<file path="config.mk">
export PLATFORM = sky130hd
export DESIGN_NAME = lfsr_stim_gen
export DESIGN_NICKNAME = d
export VERILOG_FILES = /design/src/rtl/lfsr_stim_pkg.sv /design/src/rtl/lfsr_core.sv /design/src/rtl/lfsr_stim_gen.sv
export SDC_FILE = /design/constraint.sdc
export NUM_CORES = 1
export LEC_CHECK = 0
export BUFFER_PORTS_ARGS = -buffer_cell sky130_fd_sc_hd__clkbuf_2
export CORE_MARGIN = 1.5
export CORE_UTILIZATION = 56
export CTS_BUF_LIST = sky130_fd_sc_hd__clkbuf_2 sky130_fd_sc_hd__clkbuf_4 sky130_fd_sc_hd__clkbuf_8
export CTS_CLUSTER_SIZE = 20
export DETAILED_ROUTE_END_ITERATION = 16
export PLACE_DENSITY = 0.82
export RECOVER_POWER = 25
export SLEW_MARGIN = 20
export SYNTH_ARGS = -nofsm -noshare
export SYNTH_HDL_FRONTEND = slang
export SYNTH_SLANG_ARGS = --single-unit
export TNS_END_PERCENT = 30
</file>
<file path="constraint.sdc">
create_clock -name clk -period 2.7 [get_ports clk]
set_input_delay 0.405 -clock clk [delete_from_list [all_inputs] [get_ports clk]]
set_output_delay 0.405 -clock clk [all_outputs]
set_load 0.02 [all_outputs]
</file>
<file path="src/rtl/lfsr_stim_pkg.sv">
// Shared types and constants for the LFSR stimulus generator.
// The polynomial constant targets a 16-bit Galois LFSR only.
package lfsr_stim_pkg;

    typedef enum logic [1:0] {
        IDLE = 2'd0,
        RUN  = 2'd1,
        DONE = 2'd2
    } state_t;

    // x^16 + x^14 + x^13 + x^11 + 1 in right-shifting Galois form
    localparam logic [15:0] LFSR_POLY16       = 16'hB400;
    localparam logic [15:0] LFSR_SEED_DEFAULT = 16'hACE1;

endpackage

</file>
<file path="src/rtl/lfsr_core.sv">
// 16-bit Galois LFSR state register with step enable and zero-guarded seed load.
// The low WIDTH bits of the state form the emitted word.
module lfsr_core
    import lfsr_stim_pkg::*;
#(
    parameter int                WIDTH  = 4,
    parameter int                LFSR_W = 16,
    parameter logic [LFSR_W-1:0] SEED   = LFSR_SEED_DEFAULT[LFSR_W-1:0]
) (
    input  logic              clk,
    input  logic              rst,
    input  logic              step,
    input  logic              load,
    input  logic [LFSR_W-1:0] load_val,
    output logic [WIDTH-1:0]  word
);

    localparam logic [LFSR_W-1:0] POLY = LFSR_POLY16[LFSR_W-1:0];

    logic [LFSR_W-1:0] state_q;
    logic [LFSR_W-1:0] state_next;

    always_comb begin
        state_next = (state_q >> 1) ^ (state_q[0] ? POLY : '0);
    end

    // An all-zero seed would lock the register, so it is swapped for SEED
    always_ff @(posedge clk) begin
        if (rst) begin
            state_q <= SEED;
        end else if (load) begin
            state_q <= (load_val == '0) ? SEED : load_val;
        end else if (step) begin
            state_q <= state_next;
        end
    end

    assign word = state_q[WIDTH-1:0];

endmodule

</file>
<file path="src/rtl/lfsr_stim_gen.sv">
// Burst-oriented pseudo-random word source on a valid/ready handshake.
// Holds the burst FSM, the latched length and the transferred-word counter.
module lfsr_stim_gen
    import lfsr_stim_pkg::*;
#(
    parameter int                WIDTH  = 4,
    parameter int                LFSR_W = 16,
    parameter logic [LFSR_W-1:0] SEED   = 16'hACE1,
    parameter int                CNT_W  = 8
) (
    input  logic              clk,
    input  logic              rst,
    input  logic              seed_load,
    input  logic [LFSR_W-1:0] seed_in,
    input  logic              start,
    input  logic [CNT_W-1:0]  burst_len,
    output logic              out_valid,
    input  logic              out_ready,
    output logic [WIDTH-1:0]  out_data,
    output logic              busy,
    output logic              done,
    output logic [CNT_W-1:0]  word_cnt
);

    state_t           state;
    logic [CNT_W-1:0] len_q;
    logic [CNT_W-1:0] cnt_inc;
    logic             handshake;
    logic             seed_we;

    assign handshake = out_valid && out_ready;
    assign seed_we   = seed_load && (state == IDLE);
    assign cnt_inc   = word_cnt + {{(CNT_W-1){1'b0}}, 1'b1};

    lfsr_core #(
        .WIDTH  (WIDTH),
        .LFSR_W (LFSR_W),
        .SEED   (SEED)
    ) u_core (
        .clk      (clk),
        .rst      (rst),
        .step     (handshake),
        .load     (seed_we),
        .load_val (seed_in),
        .word     (out_data)
    );

    // Outputs are registered alongside the state so they never glitch
    always_ff @(posedge clk) begin
        if (rst) begin
            state     <= IDLE;
            len_q     <= '0;
            word_cnt  <= '0;
            out_valid <= 1'b0;
            busy      <= 1'b0;
            done      <= 1'b0;
        end else begin
            unique case (state)
                IDLE: begin
                    if (start) begin
                        len_q    <= burst_len;
                        word_cnt <= '0;
                        busy     <= 1'b1;
                        if (burst_len == '0) begin
                            state <= DONE;
                            done  <= 1'b1;
                        end else begin
                            state     <= RUN;
                            out_valid <= 1'b1;
                        end
                    end
                end
                RUN: begin
                    if (handshake) begin
                        word_cnt <= cnt_inc;
                        if (cnt_inc == len_q) begin
                            state     <= DONE;
                            out_valid <= 1'b0;
                            done      <= 1'b1;
                        end
                    end
                end
                DONE: begin
                    state <= IDLE;
                    done  <= 1'b0;
                    busy  <= 1'b0;
                end
                default: begin
                    state     <= IDLE;
                    out_valid <= 1'b0;
                    busy      <= 1'b0;
                    done      <= 1'b0;
                end
            endcase
        end
    end

endmodule
</file>
## Yosys cells after proc, flatten, opt, wreduce, memory -nomap -nowiden

Index checks and enable logic that the tools add are counted.

| operators by class | value |
|---|---|
| add/subtract/negate cells | 1 |
| eq/ne operators | 8 |
| bitwise logic cells | 3 |
| multiplexer cells | 24 |
| reduce and logical (&&, ||, !) cells | 13 |

Operators with widths:

| kind | count |
|---|---|
| 16-bit two-way mux | 4 |
| 16-bit zero test | 1 |
| 8-bit two-way mux | 2 |
| 8-bit one-hot mux with 2 select lines | 1 |
| 15-bit by 16-bit bitwise XOR with 16-bit output | 1 |
| 1-bit two-way mux | 9 |
| 8-bit by 1-bit adder with 8-bit output, second input constant | 1 |
| 8-bit == test | 1 |
| 8-bit zero test | 1 |
| 2-bit two-way mux | 4 |
| 2-bit != test, second input constant | 4 |
| 3-bit AND reduction | 2 |
| 5-bit AND reduction | 1 |
| 1-bit one-hot mux with 2 select lines | 2 |
| 2-bit one-hot mux with 2 select lines | 1 |
| 2-bit AND reduction | 2 |
| 4-bit AND reduction | 1 |
| 2-bit nonzero test | 2 |
| 1-bit one-hot mux with 3 select lines | 1 |
| 2-bit by 1-bit == test with 1-bit output, second input constant | 1 |
| 2-bit == test, second input constant | 1 |
| 1-bit logical AND | 2 |
| 2-bit zero test | 1 |
| 2-bit by 1-bit != test with 1-bit output, second input constant | 1 |
| 1-bit inverter | 2 |

| storage, ports and cells | value |
|---|---|
| output and inout port bits | 15 |
| input bits | 29 |
| word-level logic and storage cells | 56 |
| bits in registers | 37 |

## Longest topological paths before layout

| depth | value |
|---|---|
| depth in word-level cells | 5 |
| depth in mapped cells | 7 |

## Cells and area by module

From an unflattened synthesis, not the netlist that was laid out.

| unflattened totals | value |
|---|---|
| cell total of the unflattened synthesis | 238 |
| area total of the unflattened synthesis | 2098.3 um2 |

Modules (own cells, without submodules):

| module | sequential area each (um2) | times used | cells an instance | area an instance (um2) |
|---|---|---|---|---|
| lfsr_stim_gen | 420.4 | 1 | 146 | 1192.4 |
| lfsr_core | 320.3 | 1 | 92 | 905.9 |

## Least setup slack after synthesis

No wires, ideal clock.

| path | value |
|---|---|
| path kind | register -> register |
| start point | register word_cnt[0] |
| end point | register out_valid |
| path buffers | 1 |
| library setup time | 0.125 ns |
| data required time | 2.575 ns |
| arrival time | 2.040 ns |
| period minus slack after synthesis | 2.164 ns |
| cell stages (with the launch flop) | 8 |
| path slack | 0.536 ns |
| cell sequence | dfxtp_1 -> ha_1 -> buf_6 -> and4_4 -> a32o_1 -> or4_4 -> a2111oi_2 -> nor2_1 |

| between the ends | value |
|---|---|
| word-level cells in the longest chain between the ends | 4 |

RTL lines:

| element | RTL line | text |
|---|---|---|
| from (decl) | lfsr_stim_gen.sv:22 | `output logic [CNT_W-1:0] word_cnt` |
| from (signal assigned) | lfsr_stim_gen.sv:75 | `word_cnt <= cnt_inc;` |
| 8-bit by 1-bit adder with 8-bit output | lfsr_stim_gen.sv:33 | `assign cnt_inc = word_cnt + {{(CNT_W-1){1'b0}}, 1'b1};` |
| 8-bit == test | lfsr_stim_gen.sv:76 | `if (cnt_inc == len_q) begin` |
| 2-bit != test (no source line) | - |  |
| 5-bit AND reduction (no source line) | - |  |
| to (signal assigned) | lfsr_stim_gen.sv:54 | `out_valid <= 1'b0;` |
| to (signal assigned) | lfsr_stim_gen.sv:78 | `out_valid <= 1'b0;` |
| to (signal assigned) | lfsr_stim_gen.sv:90 | `out_valid <= 1'b0;` |
| to (decl) | lfsr_stim_gen.sv:17 | `output logic out_valid,` |

Every way passes these cells.
A chain may end at the register's enable or synchronous reset.

## Worst setup path in the final report

Same ends and word-level chain as after synthesis.

==> flow_metrics.env <==
export IMPL_clock_sinks=37
export IMPL_r2r_slack_ps=530
export IMPL_clkTransAtPathRegs_ps=110
export IMPL_core_area_mm2=0.00342
export IMPL_ys_seq_area_share_pct=36.1
export IMPL_io_pins=44
export IMPL_worst_pin_slew_ps=1080
export IMPL_multi_input_area_mm2=0.00120
export IMPL_fin_cells=342
export IMPL_row_count=21
export IMPL_ant_nets=0
export IMPL_routed_via_density=5.98
export IMPL_ys_types=53
export IMPL_finalSetupViolations=0
export IMPL_gp_congestion=0.902
export IMPL_power_leakage_nw=0.922
export IMPL_drc=0
export IMPL_seq_area_um2=741
export IMPL_nFillCells=332
export IMPL_track_usage_pct=25.9
export IMPL_die_w_um=63.5
export IMPL_port_buffers=43
export IMPL_vias=2044
export IMPL_yosysWarnings=0
export IMPL_synth_cells=263
export IMPL_first_pass_iters=4
export IMPL_cpPeakStageDelay_ps=420
export IMPL_clkLatencyLatePin_ps=360
export IMPL_fmax_ghz=0.460
export IMPL_diodes=0
export IMPL_clk_path_buf_depth=2
export IMPL_cts_tree="built"
export IMPL_r2r_end="out_valid"
export IMPL_hold_viol_final=0
export IMPL_slew_viol_final=0
export IMPL_end_kind="flop"
export IMPL_syn_area_mm2=0.00205
export IMPL_grt_overflow_total=0
export IMPL_placed_cells=334
export IMPL_worst_ep_arrival_time_ps=2430
export IMPL_postCtsHoldBufs=0
export IMPL_timing_final_crit_period_ps=2170
export IMPL_dieArea_mm2=0.00404
export IMPL_post_drt_wl_per_cell_um=14.6
export IMPL_holdCritPathClass="input port to flop"
export IMPL_powerDensity_mw_per_mm2=539
export IMPL_synth_ff_type="dfxtp_1"
export IMPL_synth_top_area_share_pct=36.1
export IMPL_grt_busiest_layer="met1"
export IMPL_postCtsSetupBuffers=0
export IMPL_endpoint="out_valid"
export IMPL_grt_max_degree=29
export IMPL_run_status="finished clean"
export IMPL_use_met1_pct=38.2
export IMPL_vdd_ir_drop_max_mv=0.344
export IMPL_grt_pass1_vias=1734
export IMPL_cts_resized=0
export IMPL_holdWs_ps=270
export IMPL_clock_skew_final_ps=13.8
export IMPL_drt_total_wl_um=4990
export IMPL_finalSetupTns_ps=0
export IMPL_post_route_util_pct=67.7
export IMPL_start_util_pct=60.1
export IMPL_critPathLaunchType="flop"
export IMPL_nNetsFinal=325
export IMPL_critical_path_class="flop to flop"
export IMPL_reg2reg_depth=6
export IMPL_grt_pass1_wl_um=8260
export IMPL_drv_cap=0
export IMPL_grt_use_met2_pct=37.2
export IMPL_rsz0062_at_grt="no"
export IMPL_drive_above_1_share_pct=20.6
export IMPL_cp_data_required_time_ps=2960
export IMPL_use_met3_pct=4.29
export IMPL_power_mw=1.25
export IMPL_cts_buffers=5
export IMPL_synth_area_leaders="dfxtp_1 (36%), nand2_1 (8.8%), a21oi_1 (5.4%), nor2_1 (4.0%), mux2_2 (3.8%)"
export IMPL_synth_edf_count=0
export IMPL_drt_iter0_drc=209
export IMPL_r2r_start="word_cnt[0]"
export IMPL_syn_nets=293
export IMPL_dp_hpwl_um=3490
export IMPL_critical_path_slowest_cell="or4_4"
export IMPL_ys_seq_elements=37
export IMPL_antenna_found_initial=0
export IMPL_crit_fanout=9
export IMPL_htree_levels=2
export IMPL_syn_to_final_growth_pct=12.6
export IMPL_async_reset_ff_share_pct=0
export IMPL_yosysTopAreaCell="dfxtp_1"
export IMPL_synth_avg_cell_area_um2=7.80
export IMPL_min_period_over_period_pct=80.5
export IMPL_crit_chain="ha_1 -> and4_4 -> a32o_1 -> or4_4 -> a2111oi_2 -> nor2_1"
export IMPL_chipHeight_um=63.5
export IMPL_maxSlewHeadroom_pct=28.1
export IMPL_cts_root_buf="clkbuf_4"
export IMPL_startpoint="word_cnt[0]"
-- stage by stage --
| stage | cell area (um^2) | worst slack (ps) |
|---|---|---|
| 2_1_floorplan | 2050 | 536 |
| 5_1_grt | 2310 | 320 |
| 6_report | 2310 | 526 |
| 4_1_cts | 2320 | 539 |
| 3_5_place_dp | 2230 | 542 |
| 3_3_place_gp | 2230 | 565 |
-- critical path: cells and delay by family, from the launching register on --
family / cells / cell delay (ps)
adders and majority gates: 1 / 340
and+or+nand+nor: 3 / 750
DFF: 1 / 400
AOI/OAI and AO/OA: 2 / 590
-- state kept, by name, indices dropped and copies added (netlist names) --
signal / flops
busy: 1
done: 1
len_q: 8
out_valid: 1
state: 2
u_core.state_q: 16
word_cnt: 8
-- power by group --
| group | switching, mW | leakage, nW | internal (mW) | total [mW] |
|---|---|---|---|---|
| Clock | 0.194 | 0.0489 | 0.231 | 0.425 |
| Combinational | 0.120 | 0.569 | 0.0863 | 0.206 |
| Sequential | 0.0352 | 0.304 | 0.580 | 0.615 |
-- cell usage after synthesis (4+ instances only) --
master and count:
o22ai_1 8, o21ai_1 5, clkbuf_1 9, nand2_1 48, mux2_2 7, nand3_1 14
xnor2_1 5, nor2_1 22, buf_2 4, a21oi_1 22, dfxtp_1 37, buf_4 4
nor4_1 5, nor3_1 4, xor2_1 5, a31oi_1 4, o21ai_0 9, a311oi_1 7
-- layer usage --
layer / up-vias / part of all wire, %
li1: 1014 / -
met1: 974 / 50
met2: 48 / 45
met3: 8 / 3.6
met4: 0 / 1.4
met5: - / 0
-- worst min-delay path by stage --
stage,cells after the start,endpoint,slack [ps],from
global route,3,len_q[6],280,burst_len[6]
finish,3,len_q[1],270,burst_len[1]
detailed placement,2,busy,470,busy
global placement,2,busy,460,busy
CTS,3,len_q[2],270,burst_len[2]
floorplan,2,len_q[5],450,len_q[5]
-- logic make-up (layout without fill, tap and decap cells) --
logic type | after synthesis | in the layout | synth area share (%)
AO/OA/AOI/OAI | 71 | 71 | 22.7
XOR/XNOR | 10 | 10 | 4.27
adder cells (fa/ha/maj) | 1 | 1 | 0.610
buffers and inverters | 22 | 55 | 5.37
flip-flops | 37 | 37 | 36.1
multiplexers | 7 | 7 | 3.84
AND/OR/NAND/NOR | 115 | 115 | 27.1
-- cell type report --
cell class	instances	area share (%)
inverter	3	0.487
multi-input combinational	204	51.8
tap	46	2.49
clock buffer	7	2.54
clock inverter	1	1.30
sequential	37	32.1
timing repair buffer	44	9.37
-- cells in the final DEF (no fill, tap or decap), types with 3 or more instances in the layout --
cell type / count
clkbuf_4: 6
nor4_1: 5
mux2_2: 7
xor2_1: 5
clkbuf_1: 5
o21ai_1: 5
a311oi_1: 7
xnor2_1: 5
nand3_1: 14
dfxtp_1: 37
a21oi_1: 22
nor2_1: 22
a31oi_1: 4
o21ai_0: 9
nand2_1: 48
nor3_1: 4
or4_1: 3
clkbuf_2: 38
o22ai_1: 8
Note: power is estimated with default switching activity, not from simulation.
